### src/rtl/butterfly_input_sequencer.sv
// Radix-2 DIF front end: pairs x[k] with x[k+N/2] and the matching twiddle for a butterfly.
// Latency: 1 cycle from an accepted second-half sample to OutValid.
// Backpressure: none; InValid low stalls all state and OutValid drops on the next edge.
//
// Ports:
//   Clk        rising-edge clock
//   Rst        synchronous, active-high reset (wins over InValid)
//   In         input sample {re[31:16], im[15:0]}, signed Q1.15
//   InValid    In is accepted on this edge when high
//   A          x[k]      to the butterfly
//   B          x[k+N/2]  to the butterfly
//   w          twiddle W_N^k = {cos, -sin}, Q1.15
//   OutValid   A/B/w/K valid this cycle
//   K          butterfly index k (0..N/2-1)
//   FrameDone  1-cycle pulse alongside the last pair of a frame (k = N/2-1)
module butterfly_input_sequencer #(
    parameter int N    = 8,
    parameter int LOGN = 3
) (
    input  logic            Clk,
    input  logic            Rst,
    input  logic [31:0]     In,
    input  logic            InValid,
    output logic [31:0]     A,
    output logic [31:0]     B,
    output logic [31:0]     w,
    output logic            OutValid,
    output logic [LOGN-1:0] K,
    output logic            FrameDone
);

    localparam int HALF   = N / 2;
    // The ROM holds the 16-point twiddles; smaller frames step through it.
    localparam int STRIDE = 16 / N;

    localparam logic [LOGN-1:0] HALF_CNT = LOGN'(HALF);
    localparam logic [LOGN-1:0] LAST_CNT = LOGN'(N - 1);

    logic [LOGN-1:0] cnt;
    logic [31:0]     sr [HALF];
    logic            pair_phase;
    logic [LOGN-1:0] k_idx;
    logic [2:0]      rom_idx;
    logic [31:0]     rom_w;

    // Position within the frame decides the phase; no separate state needed.
    always_comb begin
        pair_phase = (cnt >= HALF_CNT);
        k_idx      = cnt - HALF_CNT;
        rom_idx    = 3'(int'(k_idx) * STRIDE);
    end

    // Twiddle ROM for the 16-point transform, entries j = 0..7.
    always_comb begin
        rom_w = 32'h7FFF_0000;
        case (rom_idx)
            3'd0: rom_w = 32'h7FFF_0000;
            3'd1: rom_w = 32'h7641_CF05;
            3'd2: rom_w = 32'h5A82_A57E;
            3'd3: rom_w = 32'h30FB_89BF;
            3'd4: rom_w = 32'h0000_8001;
            3'd5: rom_w = 32'hCF05_89BF;
            3'd6: rom_w = 32'hA57E_A57E;
            3'd7: rom_w = 32'h89BF_CF05;
            default: rom_w = 32'h7FFF_0000;
        endcase
    end

    // Delay line of depth N/2. Every accepted sample is shifted in, including
    // the second-half ones, so the oldest tap is always x[cnt - N/2] during the
    // pair phase. Contents are deliberately not reset: the next frame's fill
    // phase overwrites every slot before it is read.
    always_ff @(posedge Clk) begin
        if (!Rst && InValid) begin
            sr[0] <= In;
            for (int i = 1; i < HALF; i++) begin
                sr[i] <= sr[i-1];
            end
        end
    end

    always_ff @(posedge Clk) begin
        if (Rst) begin
            cnt       <= '0;
            A         <= '0;
            B         <= '0;
            w         <= '0;
            K         <= '0;
            OutValid  <= 1'b0;
            FrameDone <= 1'b0;
        end else begin
            OutValid  <= 1'b0;
            FrameDone <= 1'b0;
            if (InValid) begin
                // N is a power of two, so natural wrap gives the mod-N count.
                cnt <= cnt + LOGN'(1);
                if (pair_phase) begin
                    A         <= sr[HALF-1];
                    B         <= In;
                    w         <= rom_w;
                    K         <= k_idx;
                    OutValid  <= 1'b1;
                    FrameDone <= (cnt == LAST_CNT);
                end
            end
        end
    end

endmodule

### config.mk
export PLATFORM = sky130hd
export DESIGN_NAME = butterfly_input_sequencer
export DESIGN_NICKNAME = d
export VERILOG_FILES = /design/src/rtl/butterfly_input_sequencer.sv
export SDC_FILE = /design/constraint.sdc
export NUM_CORES = 1
export LEC_CHECK = 0
export ABC_AREA = 1
export ABC_CLOCK_PERIOD_IN_PS = 14960
export BUFFER_PORTS_ARGS = -buffer_cell sky130_fd_sc_hd__buf_2
export CORE_MARGIN = 10
export CORE_UTILIZATION = 45
export CTS_BUF_LIST = sky130_fd_sc_hd__clkbuf_8
export DETAILED_ROUTE_END_ITERATION = 12
export GPL_TIMING_DRIVEN = 0
export PLACE_DENSITY = 0.68
export SETUP_SLACK_MARGIN = 0.1
export SLEW_MARGIN = 25
export SYNTH_ARGS = -nofsm -noshare
export SYNTH_HDL_FRONTEND = slang
export SYNTH_SLANG_ARGS = --single-unit
### constraint.sdc
create_clock -name Clk -period 14.96 [get_ports Clk]
set_clock_uncertainty 0.1 [all_clocks]
set_input_delay 2.992 -clock Clk [delete_from_list [all_inputs] [get_ports Clk]]
set_output_delay 2.992 -clock Clk [all_outputs]
set_load 0.01 [all_outputs]
# Word-level counts from Yosys, hierarchy flattened
# Memory sizes are Yosys's and may differ from the RTL's. A register that Yosys moved wholly into a read port is not among the register bits.
# Index checks and enable logic that the tools add are counted.
# totals
output_inout_bits,101
ram_bits,128
romBits,248
input_bits,35
ff_bits,72
wordCells,22
memories,2
# op_classes
n_eq_ne,1
bitwise_logic,2
reduce_logical,5
n_lt_le_gt_ge,1
add_sub_neg,2
muxes,3
# memory_table
name,words,width,read_ports,rd_ports_with_merged_regs,write_ports,line,text
(no name shown),8,31,1,1,0,56,case (rom_idx)
sr,4,32,4,1,4,40,logic [31:0] sr [HALF];
# ops
op,n
"adder 3 x 1 -> 3 bit, second input constant",1
"== test 3 bit, second input constant",1
">= comparator 3 bit, second input constant",1
two-way mux 1 bit,3
OR reduction 3 bit,1
"subtractor 3 bit, second input constant",1
inverter 1 bit,2
AND reduction 2 bit,1
OR reduction 2 bit,1
logical AND 1 bit,1
zero test 1 bit,1

# Logic depth before layout (Yosys ltp)
# Gate-level depths: netlist of the first run.
# depth
ltp_word,4
depth_mapped,5
ltp_nobuf,5

# Least setup slack after synthesis of the first run
# Ideal clock, no wire load.
# synth_path
kind,input to register
startpoint,input InValid
endpoint,"memory sr[0][0], enable pin"
t_arrival_ns,8.403
setup_time_ns,0.619
setup_slack_ns,5.838
stages,2
path_buffers,0
required_ns,14.241
cell_sequence,inv_1 -> nor2_1
# synth_rtl
item,line,text
start: declaration,23,"input logic InValid,"
end: declaration,40,

==> summary.md, run 1 <==
| Metric | Value |
|---|---|
| Drt via density | 4.59 |
| Mapped Area | 6900 sq um |
| Setup TNS | 0 ns |
| Layout fillers | 1265 |
| Post-synth top area share | between 50% and 60% |
| Post-synth ARST share | 0% |
| Largest net degree at the start of global routing | 26 |
| Critical Path Slowest Stage Cell | dfxtp_1 |
| Count leader, synth | nor2_1 |
| Root buffer cell | clkbuf_8 |
| Worst Path Arrival | ~1.4 ns |
| Post-Layout Cell Count | just under 900 |
| Netlist cell types | 19 |
| Inst Count DP | 831 |
| Final Wtd Congestion | 0.746 |
| Port Buffers | 130 |
| Critical path class | reg -> out |
| # H-tree levels | 1 |
| Share of layout cells above drive strength 1 | between 30% and 40% |
| CP bufs+invs | 2 |
| Layout Nets | approximately 700 |
| Sink Count | 207 |
| Power Dens Cells | ~130 nW/um^2 |
| Detailed placement HPWL | between 9000 and 10000 microns |
| Post-Synthesis Cells | a little over 500 |
| DIE AREA | between 20000 and 25000 sq um |
| P_leak | ~0.0036 uW |
| Slowest stage delay, CP | around 0.53 ns |
| Final WL | between 10000 and 15000 microns |
| Synth cell count leaders | 147 x nor2_1, 128 x edfxtp_1, 79 x dfxtp_1 |
| YS warnings | 0 |
| Utilization after layout | 56.8% |
| Max_cap viols | 0 |
| Top post-synthesis cells by area | edfxtp_1 56%, dfxtp_1 23%, nor2_1 8.0% |
| Critical Path Start | K[0] |
| Core Area | ~15000 sq um |
| CTS resizes | 0 |
| Sequential-to-total area share from yosys stat | between 70% and 80% |
| RSZ-0062 raised after global routing | no |
| Routed Antenna Nets | 0 |
| I/O pin count | approximately 140 |
| CTS Buffer Depth | 3 |
| Synth Area per Inst | around 14 sq um |
| Ys flop type | edfxtp_1 |
| Status | completed |
| CP Max Fanout | 11 |
| Initial Utilization | 45.7% |
| Top cell type by total area after synthesis | edfxtp_1 |
| Row count | 45 |
| Worst Hold Class | reg -> reg |
| CTS tree | built |
| First-pass GRT wire length | ~22000 microns |
| Clk_lat worst skew | 0.55 ns |
| Die width | approximately 140 microns |
| Critical Path RT | about 12 ns |
| Initial antenna violation count | 0 |
| Hold buffer count at CTS | 0 |
| Pre-antenna DRT Iters | 4 |
| CTS buffer count | 31 |
| Post-CTS Repair Setup Buffers | 0 |
| Reg2Reg Launch Point | cnt[2] |
| Vias in the first global route | between 4000 and 5000 |
| Final worst path period share | approximately 30% |
| CTS clk-pin slew, worst paths | 0.06 ns |
| # diodes | 0 |
| Hold Violations, Final | 0 |
| Final min period | 4.47 ns |
| F_max | between 0.2 and 0.25 GHz |
| VDD IR max | around 0.092 mV |
| Synth Register Bits | between 200 and 250 |
| CP cell instances | buf_4 > buf_2 |
| Drt first-iter violations | roughly 250 |
| CP Capture Type | output port |
| Gr ovfl total | 0 |
| DRC violations left | 0 |
| Via count | approximately 4100 |
| Placed cell area | ~8000 sq um |
| WL/cell | ~15 microns |
| GRT Overall Usage | between 10% and 20% |
| Post-synth EDFFs | between 100 and 150 |
| Slew Viols, Final | 0 |
| Setup crit start kind | register |
| Fin area | about 8600 sq um |
| Area grow syn2layout | 24.2% |
| Crit-path leading delay family | flip-flops |
| Launch point of the worst hold path | sr[2][8] |
| Final setup vio count | 0 |
| Die Y-Extent | 144 microns |
layout by cell type, fill, tap and decap left out, types with 2 or more instances in the layout:
cell type	instances
edfxtp_1	128
clkbuf_1	2
nand2_1	7
ha_1	6
conb_1	5
clkbuf_8	34
o21ai_1	60
dfxtp_1	79
o21ai_0	12
nor2_1	146
buf_4	25
clkinv_1	5
inv_1	19
buf_2	137
clkinv_2	4
a21oi_1	3
nand3_1	2
buf_16	6
buf_6	14
registers in the layout, summed over array words and instances, names as in the netlist:
signal     flops
K              3
A             32
cnt            3
sr           128
B             32
OutValid       1
FrameDone      1
w              7
where the power goes:
| part | leakage [uW] | internal [uW] | switching (uW) |
|---|---|---|---|
| clock | 0.000357 | 227 | 204 |
| sequential | 0.00185 | 632 | 10.2 |
| combinational | 0.00137 | 33.7 | 45.3 |
| total | 0.00358 | 893 | 260 |
cell families (layout without fill, tap and decap cells):
group	count (synthesis)	count (layout)	share of synthesized area (%)
adder cells (fa/ha/maj)	6	6	1.09
AND/OR/NAND/NOR	158	158	8.72
flip-flops	207	207	78.6
AO/OA/AOI/OAI	75	75	5.44
other	1	5	0.0543
buffers and inverters	56	250	6.09
through the flow:
step / worst slack (ns) / total power (uW) / hold WS, ns
2_1_floorplan: 5.84 / 699 / 0.300
3_3_place_gp: 3.91 / 730 / 0.301
3_5_place_dp: 10.24 / 735 / 0.305
4_1_cts: 10.45 / 1170 / 0.316
5_1_grt: 10.40 / 1200 / 0.316
6_report: 10.49 / 1150 / 0.317
layout make-up:
type / instances / area [sq um] / share of cell area, %
Clock inverter: 24 / 129 / 1.50
Inverter: 8 / 32.5 / 0.380
Clock buffer: 34 / 468 / 5.46
Sequential cell: 207 / 5430 / 63.3
Buffer: 48 / 388 / 4.52
Timing Repair Buffer: 136 / 816 / 9.52
Tap cell: 188 / 235 / 2.74
Multi-Input combinational cell: 244 / 1080 / 12.6
final timing paths:
path | end | slack [ns] | cells past startpoint
setup / recovery | w[1] | 10.49 | 2
hold / removal | sr[3][8] | 0.32 | 0
hold reg to reg | sr[3][8] | 0.32 | 0
setup reg to reg | A[16] | 13.73 | 5
per-layer routing:
layer	vias to the layer above	wire length (microns)	track usage, %
met2	122	6730	22.8
met5	-	0	0
met4	0	335	4.78
li1	2051	-	-
met3	31	1070	4.59
met1	1880	5580	14.6
(Power assumes the default switching activity.)
==> inputs of run 2 (changes only) <==
ABC_CLOCK_PERIOD_IN_PS = 4000   (was 14960)
PLACE_DENSITY = 0.71   (was 0.68)
clock period = 4 ns   (was 14.96 ns; I/O delays follow)
==> summary.md, run 2 (synthesis gave the netlist of run 1 again) <==
| Metric | Value |
|---|---|
| Status | completed |
| Core Area | 15100 sq um (unchanged) |
| Post-CTS Repair Setup Buffers | 0 (unchanged) |
| Sink Count | 207 (unchanged) |
| Area grow syn2layout | 24.4% |
| Row count | 45 (unchanged) |
| I/O pin count | 136 (unchanged) |
| Pre-CTS WS | 1.47 ns (-8.77 ns) |
| Port Buffers | 130 (unchanged) |
| Final min period | 2.18 ns |
| Final setup vio count | 0 (unchanged) |
| Max_cap viols | 0 (unchanged) |
| # H-tree levels | 2 (+1) |
| CP Capture Type | output port |
| Largest register FFs | 128 (unchanged) |
| Initial antenna violation count | 0 (unchanged) |
| Gr ovfl total | 0 (unchanged) |
| RSZ-0062 raised after global routing | no |
| First-pass GRT wire length | 21100 microns (-2.6%) |
| CP Max Fanout | 11 (unchanged) |
| Hold path cells | 0 (unchanged) |
| Biggest regs | sr: 128 flops, A: 32 flops, B: 32 flops |
| GRT met3 Usage | 4.13% (-0.46 points) |
| Layout Nets | 719 (+0.28%) |
| Worst Hold Class | reg -> reg |
| Internal power | 3490 uW (+290%) |
| Part of the power in registers | 53.6% (-2.1 points) |
| Layout fillers | 1231 (-2.7%) |
| Vias in the first global route | 4172 (-1.9%) |
| Most common cell after layout, fill and taps aside | nor2_1 |
| Gate power share | 6.3% (-0.6 points) |
| Final Wtd Congestion | 0.726 (-2.7%) |
| Relative slew slack | 56.3% |
| Overall power | 4480 uW (+290%) |
| Register Area | 5430 sq um (unchanged) |
| Drt first-iter violations | 263 (+7.3%) |
| Final WL | 13600 microns (-0.99%) |
| Psw | 998 uW (+280%) |
| Most frequent cells in the layout | 146 x nor2_1, 137 x buf_2, 128 x edfxtp_1 |
| Met1 usage | 14.5% (-0.14 points) |
| Root buffer cell | clkbuf_8 |
| DRC violations left | 0 (unchanged) |
| Initial Utilization | 45.7% (unchanged) |
| Multi-input gate area | 1080 sq um (unchanged) |
| F_max | roughly 0.46 GHz |
| Worst Path Arrival | 1.28 ns (-0.09 ns) |
| VDD IR max | 0.282 mV (+210%) |
| CTS buffer count | 35 (+13%) |
| Sw frac | 22.3% (-0.27 points) |
| Critical Path RT | 3.10 ns (-8.77 ns) |
| Power Dens Cells | 522 nW/um^2 (+290%) |
| Detailed placement HPWL | 9530 microns (-2.0%) |
| Setup crit start kind | register |
| CTS clk-pin slew, worst paths | 0.06 ns (about the same) |
| Final setup margin | 1.82 ns (-8.67 ns) |
| WL/cell | 15.2 microns (-1.4%) |
| Critical path class | reg -> out |
| R2R depth | 5 (unchanged) |
| CTS Buffer Depth | 3 (unchanged) |
| Met2 Track Usage GR | 22.1% (-0.73 points) |
| CTS tree | built |
| Slew @ Worst Pin | roughly 0.65 ns |
| CTS resizes | 0 (unchanged) |
| Largest net degree at the start of global routing | 31 (+19%) |
| Die Y-Extent | 144 microns (unchanged) |
| Via count | 4096 (+0.29%) |
| Slew Viols, Final | 0 (unchanged) |
| DIE AREA | 20700 sq um (unchanged) |
| Share of layout cells above drive strength 1 | 32.6% (+0.38 points) |
| GRT Overall Usage | 13.0% (-0.18 points) |
| P_leak | 0.00357 uW (-0.11%) |
| # diodes | 0 (unchanged) |
| Clk_lat worst skew | 0.50 ns (-0.05 ns) |
| Hold buffer count at CTS | 0 (unchanged) |
| Most flop-heavy register | sr |
| Final worst path period share | between 50% and 60% |
| Drt via density | 4.59 (-0.16%) |
| Hold Violations, Final | 0 (unchanged) |
| Pre-antenna DRT Iters | 5 (+1) |
| GR peak layer | met2 |
| Clock power frac | 40.1% (+2.7 points) |
| Die width | 144 microns (unchanged) |
| Routed Antenna Nets | 0 (unchanged) |
-- run 2: final cells by class --
class | count | share of cell area, %
Sequential cell | 207 | 63.2
Clock buffer | 41 | 6.57
Multi-Input combinational cell | 244 | 12.6
Timing Repair Buffer | 134 | 8.60
Clock inverter | 23 | 1.47
Tap cell | 188 | 2.74
Buffer | 48 | 4.52
Inverter | 8 | 0.379
-- run 2: worst paths after layout --
path,slack (ns),from,endpoint
setup / recovery,1.82,K[0],w[1]
hold / removal,0.30,sr[1][15],sr[2][15]
setup reg to reg,2.75,cnt[2],A[16]
hold reg to reg,0.30,sr[1][15],sr[2][15]
-- run 2: routing by layer --
metal | up-vias | wire length, microns
li1 | 2054 | -
met1 | 1883 | 5430
met2 | 131 | 6840
met3 | 28 | 1030
met4 | 0 | 275
met5 | - | 0
-- run 2: critical path, cell delays in order, from the launching register on --
cell     delay, ns
dfxtp_1       0.50
buf_4         0.17
buf_2         0.13
-- run 2: power groups by stage --
stage | Clock, uW | Combinational (uW) | Sequential, uW
floorplan | 0 | 146 | 2460
global placement | 0 | 270 | 2450
detailed placement | 0 | 290 | 2450
CTS | 1840 | 290 | 2400
global route | 1950 | 320 | 2410
finish | 1800 | 285 | 2400
-- run 2: stage by stage --
stage / TNS, ns / instances / hold slack, ns / util (%) / area [sq um]
floorplan: 0 / 507 / 0.300 / - / 6920
global placement: -2.84 / 825 / 0.301 / 51.8 / 7810
detailed placement: 0 / 829 / 0.305 / 52.3 / 7900
CTS: 0 / 893 / 0.312 / 56.9 / 8590
global route: 0 / 893 / 0.322 / 56.9 / 8590
finish: 0 / 893 / 0.303 / 56.9 / 8590
==> inputs of run 3 (changes only) <==
ABC_CLOCK_PERIOD_IN_PS = 1800   (was 4000)
clock period = 1.8 ns   (was 4 ns; I/O delays follow)
==> summary.md, run 3 (synthesis gave the netlist of run 1 again) <==
| Metric | Value |
|---|---|
| Status | completed |
| CTS buffer count | 34 (-2.9%) |
| CTS tree | built |
| Hold Violations, Final | 0 (unchanged) |
| Gr ovfl total | 0 (unchanged) |
| Root buffer cell | clkbuf_8 |
| Relative slew slack | 59.0% (+2.7 points) |
| Row count | 45 (unchanged) |
| Largest net degree at the start of global routing | 30 (-3.2%) |
| Post-CTS Repair Setup Buffers | 0 (unchanged) |
| Final worst path period share | 90.0% |
| First-pass GRT wire length | 21900 microns (+4.3%) |
| Detailed placement HPWL | 9620 microns (+0.97%) |
| RSZ-0062 raised after global routing | no |
| GRT Overall Usage | 13.5% (+0.52 points) |
| Max_cap viols | 0 (unchanged) |
| Die width | 144 microns (unchanged) |
| WL/cell | 15.3 microns (+0.73%) |
| Final WL | 14200 microns (+4.2%) |
| Core Area | 15100 sq um (unchanged) |
| Largest register FFs | 128 (unchanged) |
| Worst Hold Class | in -> reg |
| Area grow syn2layout | 28.5% |
| Overall power | 9650 uW (+120%) |
| Most flop-heavy register | sr |
| CP Capture Type | output port |
| Clk_lat worst skew | 0.49 ns (about the same) |
| CP cell instances | buf_4 > buf_2 |
| Critical Path Slowest Stage Cell | dfxtp_2 |
| Worst Path Arrival | 1.16 ns (-0.12 ns) |
| Vias in the first global route | 4436 (+6.3%) |
| CP Max Fanout | 11 (unchanged) |
| Via count | 4249 (+3.7%) |
| Most common cell after layout, fill and taps aside | nor2_1 |
| Share of layout cells above drive strength 1 | 31.4% (-1.2 points) |
| F_max | a little over 0.6 GHz |
| Die Y-Extent | 144 microns (unchanged) |
| Final setup vio count | 0 (unchanged) |
| Fin area | 8870 sq um (+3.3%) |
| Initial antenna violation count | 0 (unchanged) |
| Slew Viols, Final | 0 (unchanged) |
| Most frequent cells in the layout | 146 x nor2_1, 137 x buf_2, 128 x edfxtp_1 |
| Critical Path RT | 1.34 ns (-1.76 ns) |
| I/O pin count | 136 (unchanged) |
| # diodes | 0 (unchanged) |
| Sink Count | 207 (unchanged) |
| Final min period | 1.62 ns |
| Placed cell area | 7930 sq um (+0.38%) |
| Drt first-iter violations | 231 (-12%) |
| Port Buffers | 130 (unchanged) |
| Initial Utilization | 45.7% (unchanged) |
| Setup crit start kind | register |
| DIE AREA | 20700 sq um (unchanged) |
| DRC violations left | 0 (unchanged) |
| VDD IR max | 0.607 mV (+120%) |
| Routed Antenna Nets | 0 (unchanged) |
| Drt via density | 4.60 (+0.26%) |
| # H-tree levels | 2 (unchanged) |
| Setup TNS | 0 ns (unchanged) |
| Slowest stage delay, CP | 0.42 ns (-0.08 ns) |
| Power Dens Cells | 1090 nW/um^2 (+110%) |
| Min Hold Slack | 0.0755 ns (-0.228 ns) |
| CTS clk-pin slew, worst paths | 0.06 ns (about the same) |
| Final Wtd Congestion | 0.763 (+5.0%) |
| Critical path class | reg -> out |
| Slew @ Worst Pin | 0.614 ns (-0.0403 ns) |
| CTS Buffer Depth | 3 (unchanged) |
| P_leak | 0.00370 uW (+3.6%) |
| Layout Nets | 752 (+4.6%) |
| Biggest regs | sr: 128 flops, A: 32 flops, B: 32 flops |
| Pre-antenna DRT Iters | 5 (unchanged) |
==> run 3: cell count changes in the layout (fill, tap and decap cells not counted), sizes merged, moves of 2 or more <==
cell,change
clkinvlp,-2
clkinv,+2
dlygate4sd3,+32
clkbuf,-3
==> run 3: per-stage QoR <==
stage / cells / worst slack (ns) / util [%]
6_report: 924 / 0.180 / 58.8
5_1_grt: 924 / 0.100 / 58.8
4_1_cts: 923 / 0.121 / 58.7
3_5_place_dp: 830 / -0.407 / 52.5
3_3_place_gp: 825 / -1.82 / 51.8
2_1_floorplan: 507 / -0.985 / -
==> run 3: worst paths after layout <==
check | start | end | slack, ns | cells after the start
max | K[0] | w[4] | 0.18 | 2
min | Rst | w[30] | 0.08 | 2
max reg2reg | cnt[1] | cnt[2] | 0.54 | 4
min reg2reg | sr[0][31] | sr[1][31] | 0.31 | 0
==> run 3: layer usage <==
layer	vias up	track usage (%)	share of wire [%]
li1	2107	-	-
met1	1997	14.2	39
met2	118	24.1	52
met3	27	4.22	6.6
met4	0	6.23	2.4
met5	-	0	0
==> run 3: critical path, delay by kind of cell, from the launching register on <==
kind	cells	cell delay (ns)
DFF	1	0.42
buffers and inverters	2	0.26
==> run 3: timing repair <==
| action | in CTS | in global routing |
|---|---|---|
| resized for setup | 2 | 0 |
| endpoints found under the hold margin | 33 | 0 |
| pin swaps | 0 | 1 |
| endpoints found under the setup margin | 17 | 47 |
| cloned | 0 | 1 |
| hold buffers | 32 | 0 |
==> run 3: cell type report <==
type                    count  area [sq um]
well taps                 188           235
inverters                   8          45.0
flip-flops and latches    207          5430
clock buffers              38           523
fillers                  1226          6220
clock inverters            23          91.3
repair buffers            167          1080
plain buffers              48           388
multi-input cells         245          1080
==> run 3: report_power, final <==
| part | total [uW] | internal [uW] | leakage (uW) | switching, uW |
|---|---|---|---|---|
| Sequential | 5340 | 5260 | 0.00185 | 85.2 |
| Combinational | 702 | 313 | 0.00149 | 389 |
| Clock | 3610 | 1930 | 0.000368 | 1680 |
